`config.mk`:
```
export PLATFORM = sky130hd
export DESIGN_NAME = vedic_mult_sequencer
export DESIGN_NICKNAME = d
export VERILOG_FILES = /design/src/rtl/vedic_pkg.sv /design/src/rtl/vedic_digit_mult.sv /design/src/rtl/vedic_mult_sequencer.sv
export SDC_FILE = /design/constraint.sdc
export NUM_CORES = 1
export LEC_CHECK = 0
export BUFFER_PORTS_ARGS = -buffer_cell sky130_fd_sc_hd__buf_2
export CORE_UTILIZATION = 47
export DETAILED_ROUTE_END_ITERATION = 10
export PLACE_DENSITY_LB_ADDON = 0.1
export SYNTH_ARGS = -nofsm -noshare
export SYNTH_HDL_FRONTEND = slang
export SYNTH_SLANG_ARGS = --single-unit
```
`constraint.sdc`:
```
create_clock -name clk -period 20.9 [get_ports clk]
set_input_delay 3.135 -clock clk [delete_from_list [all_inputs] [get_ports clk]]
set_output_delay 3.135 -clock clk [all_outputs]
set_load 0.01 [all_outputs]
```
`src/rtl/vedic_pkg.sv`:
```
// Shared types, default sizing and column-range helpers for the sequenced
// Urdhva-Tiryagbhyam multiplier.
//   state_t      : controller states
//   NDIG/NCOL/COLW: digit count, column count and column-index width at the
//                  default 64-bit operand / 8-bit digit configuration
//   col_first/col_last : first and last digit index i contributing to column k
package vedic_pkg;

  typedef enum logic [1:0] {
    IDLE = 2'd0,
    RUN  = 2'd1,
    DONE = 2'd2
  } state_t;

  localparam int WIDTH_DEF = 64;
  localparam int DIGIT_DEF = 8;
  localparam int NDIG      = WIDTH_DEF / DIGIT_DEF;
  localparam int NCOL      = 2 * NDIG - 1;
  localparam int COLW      = $clog2(NCOL);

  // Column k collects every pair (i, j) with i + j = k and both inside 0..ndig-1.
  function automatic int col_first(input int k, input int ndig);
    return (k > ndig - 1) ? (k - ndig + 1) : 0;
  endfunction

  function automatic int col_last(input int k, input int ndig);
    return (k < ndig - 1) ? k : (ndig - 1);
  endfunction

endpackage

```
`src/rtl/vedic_digit_mult.sv`:
```
// Combinational DIGIT x DIGIT unsigned multiplier: the single shared
// partial-product resource scheduled by vedic_mult_sequencer. Kept as its own
// module so a vedic digit tree can be dropped in without touching the controller.
//   a_i, b_i : DIGIT-bit unsigned digits
//   p_o      : 2*DIGIT-bit product
module vedic_digit_mult #(
  parameter int DIGIT = 8
) (
  input  logic [DIGIT-1:0]   a_i,
  input  logic [DIGIT-1:0]   b_i,
  output logic [2*DIGIT-1:0] p_o
);

  assign p_o = {{DIGIT{1'b0}}, a_i} * {{DIGIT{1'b0}}, b_i};

endmodule

```
`src/rtl/vedic_mult_sequencer.sv`:
```
// Multi-cycle WIDTH x WIDTH unsigned multiplier. One digit-pair product is
// formed per cycle, walking the Urdhva columns k = 0..2*NDIG-2 and, inside each
// column, i = col_first(k)..col_last(k) with j = k - i. Each partial product is
// shifted by DIGIT*k and added into a 2*WIDTH accumulator, which cannot overflow
// because the running sum never exceeds A*B.
//   clk, rst            : clock, asynchronous active-high reset
//   in_valid / in_ready : operand handshake (A, B captured on acceptance)
//   out_valid/out_ready : result handshake, PRODUCT held while out_valid
//   busy                : high while running or holding a result
//   col_idx             : column being processed (0 when not running)
//
// state | meaning
// IDLE  | waiting for operands, in_ready=1
// RUN   | one digit-pair product accumulated per cycle, NDIG*NDIG cycles
// DONE  | PRODUCT presented with out_valid=1 until out_ready
module vedic_mult_sequencer
  import vedic_pkg::*;
#(
  parameter int WIDTH = 64,   // must be a multiple of DIGIT
  parameter int DIGIT = 8
) (
  input  logic                                    clk,
  input  logic                                    rst,
  input  logic                                    in_valid,
  output logic                                    in_ready,
  input  logic [WIDTH-1:0]                        A,
  input  logic [WIDTH-1:0]                        B,
  output logic                                    out_valid,
  input  logic                                    out_ready,
  output logic [2*WIDTH-1:0]                      PRODUCT,
  output logic                                    busy,
  output logic [$clog2(2*(WIDTH/DIGIT)-1)-1:0]    col_idx
);

  localparam int N_DIG = WIDTH / DIGIT;
  localparam int N_COL = 2 * N_DIG - 1;
  localparam int CW    = $clog2(N_COL);
  localparam int IW    = (N_DIG > 1) ? $clog2(N_DIG) : 1;

  state_t               state_q;
  logic [WIDTH-1:0]     a_q, b_q;
  logic [2*WIDTH-1:0]   acc_q, acc_d;
  logic [CW-1:0]        k_q, k_d;
  logic [IW-1:0]        i_q, i_d;
  logic                 in_ready_q, out_valid_q, busy_q;
  logic [DIGIT-1:0]     a_dig, b_dig;
  logic [2*DIGIT-1:0]   pp;
  logic                 col_end, last_pair;
  int                   j;

  vedic_digit_mult #(.DIGIT(DIGIT)) u_digit_mult (
    .a_i (a_dig),
    .b_i (b_dig),
    .p_o (pp)
  );

  always_comb begin
    j         = int'(k_q) - int'(i_q);
    a_dig     = a_q[int'(i_q)*DIGIT +: DIGIT];
    b_dig     = b_q[j*DIGIT +: DIGIT];
    acc_d     = acc_q + ({{(2*WIDTH-2*DIGIT){1'b0}}, pp} << (DIGIT * int'(k_q)));
    col_end   = (int'(i_q) == col_last(int'(k_q), N_DIG));
    last_pair = col_end && (int'(k_q) == N_COL - 1);
    k_d       = k_q;
    i_d       = i_q + IW'(1);
    if (col_end) begin
      k_d = k_q + CW'(1);
      i_d = IW'(col_first(int'(k_q) + 1, N_DIG));
    end
  end

  always_ff @(posedge clk or posedge rst) begin
    if (rst) begin
      state_q     <= IDLE;
      a_q         <= '0;
      b_q         <= '0;
      acc_q       <= '0;
      k_q         <= '0;
      i_q         <= '0;
      in_ready_q  <= 1'b1;
      out_valid_q <= 1'b0;
      busy_q      <= 1'b0;
    end else begin
      case (state_q)
        IDLE: begin
          if (in_valid && in_ready_q) begin
            a_q        <= A;
            b_q        <= B;
            acc_q      <= '0;
            k_q        <= '0;
            i_q        <= '0;
            in_ready_q <= 1'b0;
            busy_q     <= 1'b1;
            state_q    <= RUN;
          end
        end
        RUN: begin
          acc_q <= acc_d;
          if (last_pair) begin
            // k returns to 0 so col_idx reads 0 outside RUN
            k_q         <= '0;
            i_q         <= '0;
            out_valid_q <= 1'b1;
            state_q     <= DONE;
          end else begin
            k_q <= k_d;
            i_q <= i_d;
          end
        end
        DONE: begin
          if (out_ready) begin
            out_valid_q <= 1'b0;
            busy_q      <= 1'b0;
            in_ready_q  <= 1'b1;
            state_q     <= IDLE;
          end
        end
        default: state_q <= IDLE;
      endcase
    end
  end

  assign in_ready  = in_ready_q;
  assign out_valid = out_valid_q;
  assign busy      = busy_q;
  assign PRODUCT   = acc_q;
  assign col_idx   = k_q;

endmodule

```
# [Word-level counts from Yosys, hierarchy flattened]
# Cells that the tools add are included.
[word_totals] elab_cells=66 inputBits=132 output_inout_bits=135 ff_bits=268
[classes] addsub=7 n_mul=1 n_reduce_logical=12 n_mux=24 shifts=3 magnitude_cmp=2 n_eq_ne=8
[ops] operator="128-bit one-hot mux with 2 select lines" count=1
[ops] operator="128-bit adder" count=1
[ops] operator="128-bit 2-to-1 mux" count=1
[ops] operator="16-bit by 7-bit << shifter with 128-bit output" count=1
[ops] operator="64-bit by 7-bit variable part select with 8-bit output" count=1
[ops] operator="64-bit by 8-bit variable part select with 8-bit output" count=1
[ops] operator="8-bit by 8-bit multiplier with 16-bit output" count=1
[ops] operator="4-bit 2-to-1 mux" count=4
[ops] operator="3-bit 2-to-1 mux" count=4
[ops] operator="3-bit AND reduction" count=4
[ops] operator="4-bit one-hot mux with 2 select lines" count=1
[ops] operator="2-bit 2-to-1 mux" count=3
[ops] operator="2-bit inequality test (second input constant)" count=3
[ops] operator="1-bit one-hot mux with 2 select lines" count=3
[ops] operator="2-bit one-hot mux with 3 select lines" count=1
[ops] operator="3-bit one-hot mux with 2 select lines" count=1
[ops] operator="2-bit nonzero test" count=3
[ops] operator="4-bit by 1-bit adder with 5-bit output (second input constant)" count=1
[ops] operator="5-bit by 3-bit greater-than comparator with 1-bit output (second input constant)" count=1
[ops] operator="1-bit 2-to-1 mux" count=5
[ops] operator="4-bit by 3-bit subtractor with 5-bit output" count=1
[ops] operator="4-bit by 1-bit adder with 4-bit output (second input constant)" count=1
[ops] operator="3-bit by 4-bit equality test with 1-bit output" count=1
[ops] operator="4-bit by 2-bit equality test with 1-bit output (second input constant)" count=1
[ops] operator="other kinds (10)" count=12

# [Depth between registers and ports, before layout]
[depth] ltp_word=7 mapped_depth=44 mapped_depth_nobuf=39

# [By module]
# Synthesis repeated with hierarchy kept, for this count alone.
[unflattened] cells_unflattened=2634 hier_area_um2=22504.1
[by_module_without_submodules] module="vedic_mult_sequencer" seq_area_each_um2=6707.7 cells_each=2391 area_each_um2=20382.0 instances=1
[by_module_without_submodules] module="vedic_digit_mult" seq_area_each_um2=0.0 cells_each=243 area_each_um2=2122.0 instances=1

# [Worst setup path after synthesis]
# OpenSTA, ideal clock, no wires.
[synth_timing] path_type="register -> register" start="register k_q[0], in the netlist col_idx[0]" end="register acc_q[121], in the netlist PRODUCT[121]" stages_incl_launch_ff=43 setup_slack_ps=10456 period_less_slack_ps=10444 t_arrival_ps=10320 required_time_ps=20776 setup_ps=124 path_buffers=5 cell_sequence="dfrtp_1 -> clkbuf_1 -> inv_1 -> clkbuf_1 -> ha_1 -> inv_1 -> fa_1 -> clkbuf_1 -> buf_1 -> mux4_2 -> mux2_2 -> nand2_1 -> nor2_1 -> fa_1 -> inv_1 -> fa_1 -> inv_1 -> fa_1 -> [... 7 more ...] -> o21bai_1 -> a2111oi_0 -> nor3_1 -> xnor2_1 -> o22ai_1 -> ha_1 -> buf_4 -> nand4_2 -> nor3_1 -> a211oi_1 -> o41a_1 -> nor4_2 -> nor2_1 -> or4_4 -> o21a_1 -> o21a_1 -> mux2i_1 -> a211o_1"
[synth_between] elab_chain_len=6
[synth_rtl] item="start: declaration" line_no="vedic_mult_sequencer.sv:43" rtl="logic [CW-1:0] k_q, k_d;"
[synth_rtl] item="start signal: assignment" line_no="vedic_mult_sequencer.sv:106" rtl="k_q <= k_d;"
[synth_rtl] item="4-bit by 3-bit subtractor with 5-bit output" line_no="vedic_mult_sequencer.sv:58" rtl="j = int'(k_q) - int'(i_q);"
[synth_rtl] item="64-bit by 8-bit variable part select with 8-bit output" line_no="vedic_mult_sequencer.sv:60" rtl="b_dig = b_q[j*DIGIT +: DIGIT];"
[synth_rtl] item="8-bit by 8-bit multiplier with 16-bit output" line_no="vedic_digit_mult.sv:14" rtl="assign p_o = {{DIGIT{1'b0}}, a_i} * {{DIGIT{1'b0}}, b_i};"
[synth_rtl] item="16-bit by 7-bit << shifter with 128-bit output *" line_no="vedic_mult_sequencer.sv:61" rtl="acc_d = acc_q + ({{(2*WIDTH-2*DIGIT){1'b0}}, pp} << (DIGIT * int'(k_q)));"
[synth_rtl] item="128-bit adder *" line_no="vedic_mult_sequencer.sv:61"
[synth_rtl] item="128-bit one-hot mux with 2 select lines *" line_no="vedic_mult_sequencer.sv:84" rtl="case (state_q)"
[synth_rtl] item="end signal: assignment" line_no="vedic_mult_sequencer.sv:77" rtl="acc_q <= '0;"
[synth_rtl] item="end signal: assignment" line_no="vedic_mult_sequencer.sv:89" rtl="acc_q <= '0;"
[synth_rtl] item="end signal: assignment" line_no="vedic_mult_sequencer.sv:98" rtl="acc_q <= acc_d;"
[synth_rtl] item="end: declaration" line_no="vedic_mult_sequencer.sv:42" rtl="logic [2*WIDTH-1:0] acc_q, acc_d;"
# Mark *: on every way between the ends. The rest lies on a longest branch, timed or not.
# A chain may end at the register's enable or synchronous reset.

# [Final worst setup path]
[layout_timing] start="register k_q[0], in the netlist col_idx[0]" end="register acc_q[117], in the netlist PRODUCT[117]"
# The elaborated chain is that of the path after synthesis.

==> qor.yml <==
status: "completed"
ctsHoldBuffers: 0
crit_cells: 37
ant_nets: 0
numCtsBuffers: 34
start_util_pct: 47.64
r2r-end: "PRODUCT[117]$_DFFE_PP0P_"
areaGrowthSynthToFinish_pct: 13.20
fp-row-count: 79
required_ns: 21.30
cp_slowest_cell: "fa_1"
clock_latency_ns: 0.57
fmax_mhz: 82.41
worst_setup_path_start_kind: "flip-flop"
ys_seq_area_share_pct: 30.31
grt_pass1_wl_um: 116700
maxCapViolCount: 0
setup_viol: 0
synth-edff-count: 0
holdWs_ns: 0.5002
synth_top_area_cell: "dfrtp_1"
htreeDepth: 2
min_from: "b_q[49]$_DFFE_PP0P_"
whs_path_depth: 1
cpPeakStageDelay_ns: 1.15
yosys-top-cells-area: "dfrtp_1, ha_1, mux2_2"
tns_ns: 0
hold-path-endpoint: "b_q[49]$_DFFE_PP0P_"
multi_input_area_um2: 14520
met1_usage_pct: 42.42
grt_pass1_vias: 19900
die_x_um: 219.0
vias: 20440
clkSinkCount: 268
netlist_instances: 2578
use_met2_pct: 52.18
path_clk_slew_ns: 0.06
drt_iter0_markers: 1772
wire_per_inst_um: 22.46
globalRouteTotalUtil_pct: 31.76
hp-class: "flip-flop to flip-flop"
drive_above_1_share_pct: 20.05
crit_path_max_fanout: 28
fillerInstances: 4406
criticalPathCategory: "flip-flop to flip-flop"
grtUsageMet3_pct: 4.948
reg2reg_slack_ns: 8.77
worst-path-buf-inv: 5
slew_headroom_pct: 20.92
reg2reg_depth: 37
io_pins: 267
finalMaxSlewViolations: 0
grt.overflow.total: 0
final_common_cell: "nand2_1"
clk_path_buf_depth: 3
peakVddDrop_mv: 0.05718
register_area_um2: 6709
p_per_area_nw_per_um2: 45.83
ys_types: 78
synthArstFlopShare_pct: 100.0
drc: 0
post_drt_via_cell_ratio: 6.006
io_buffer_count: 266
synth_area_per_cell_um2: 8.585
grt_max_degree: 141
syn_area_um2: 22130
finalClockSkew_ns: 0.01684
period_needed_ns: 12.13
cp_top_family: "adder cells"
place_congestion: 1.027
fin_nets: 3108
yosys_warnings: 0
p_leak_nw: 12.48
die_y_um: 219.0
crit_path_end_kind: "flip-flop"
dieArea_um2: 47960
cts_resized: 0
busiest_layer: "met2"
antenna_found_initial: 1
mostFrequentLayoutCells: "nand2_1, dfrtp_1, buf_2"
synthesis.nets: 2919
postSynthRegisterBits: 268
finalHoldViolations: 0
firstDrtPassIters: 5
wl_um: 76440
yosysTopAreaCellShare_pct: 30.19
worstPathArrival_ns: 12.53
core-area_um2: 46460
post-route-period-util_pct: 58.06
worst_pin_slew_ns: 1.186
r2r-start: "col_idx[0]$_DFFE_PP0P_"
synthFlopType: "dfrtp_1"
cts_tree: "built"
rsz0062_at_grt: "false"
root_buffer: "clkbuf_16"
post_cts_buffers: 0
hpwl_um: 59500
layout make-up:
cell class / count / area share [%]
clock inverter: 15 / 0.7342
tap: 607 / 3.032
sequential: 268 / 26.78
multi-input combinational: 2065 / 57.96
inverter: 106 / 1.618
timing repair buffer: 292 / 6.093
clock buffer: 47 / 3.756
antenna: 3 / 0.02997
synth_stat cells, types with 7 or more instances:
master	count
a211oi_1	10
a21o_1	40
a21oi_1	217
a221oi_1	8
a22o_1	8
a22oi_1	10
a31oi_1	24
and2_1	7
and3_1	17
and4_1	7
clkbuf_1	128
dfrtp_1	267
fa_1	38
ha_1	171
inv_1	105
mux2_2	137
mux2i_1	14
mux4_2	32
nand2_1	312
nand2b_1	20
nand3_1	29
nand4_1	55
nor2_1	255
nor2b_1	18
nor3_1	44
nor3b_1	8
nor4_1	12
o211ai_1	9
o21a_1	16
o21ai_0	220
o21ai_1	10
o21bai_1	45
o22ai_1	31
o31ai_1	14
or2_2	21
xnor2_1	86
xor2_1	53
worst max path at each step:
| stage | startpoint | slack (ns) | endpoint |
|---|---|---|---|
| 2_1_floorplan | rst | 10.38 | PRODUCT[0]$_DFFE_PP0P_ |
| 6_report | col_idx[0]$_DFFE_PP0P_ | 8.77 | PRODUCT[117]$_DFFE_PP0P_ |
| 4_1_cts | col_idx[0]$_DFFE_PP0P_ | 8.84 | PRODUCT[120]$_DFFE_PP0P_ |
| 5_1_grt | col_idx[0]$_DFFE_PP0P_ | 8.06 | PRODUCT[117]$_DFFE_PP0P_ |
| 3_5_place_dp | col_idx[0]$_DFFE_PP0P_ | 8.90 | PRODUCT[120]$_DFFE_PP0P_ |
| 3_3_place_gp | col_idx[0]$_DFFE_PP0P_ | 9.06 | PRODUCT[120]$_DFFE_PP0P_ |
where the power goes:
group	internal (W)	total, W	switching [W]	leakage (nW)
Clock	0.000356	0.000606	0.000250	0.542
Sequential	0.000519	0.000519	0	3.10
Combinational	0.00000898	0.0000232	0.0000142	8.84
Total	0.000884	0.00115	0.000265	12.5
registers in the layout, summed over array words and instances, names as in the netlist:
| name | flops |
|---|---|
| state_q | 2 |
| b_q | 64 |
| a_q | 64 |
| col_idx | 4 |
| i_q | 3 |
| in_ready | 1 |
| PRODUCT | 128 |
| busy | 1 |
| out_valid | 1 |
routing by layer:
metal,up-vias,wire (um),share of wire (%)
met3,131,4616,6.0
met5,-,0,0
met2,655,36060,47
li1,9629,-,-
met4,0,2360,3.1
met1,10020,33400,44
cells by family after synthesis:
| kind of cell | synth area share [%] |
|---|---|
| compound gates | 19.43 |
| xor+xnor | 5.501 |
| fa+ha+maj | 13.10 |
| buf+inv | 4.218 |
| flops | 30.31 |
| mux | 10.86 |
| simple gates | 16.58 |
through the flow:
step	area (um2)	utilization [%]	instances	worst slack (ns)	total power [W]
floorplan	22130	-	2578	10.38	0.0005364
global placement	23920	51.49	3338	9.063	0.0005523
detailed placement	23920	51.49	3338	8.902	0.0005525
CTS	25050	53.91	3400	8.842	0.001162
global route	25050	53.92	3401	8.063	0.001185
finish	25050	53.93	3403	8.765	0.001148
Power figures use the tool's default switching activity.
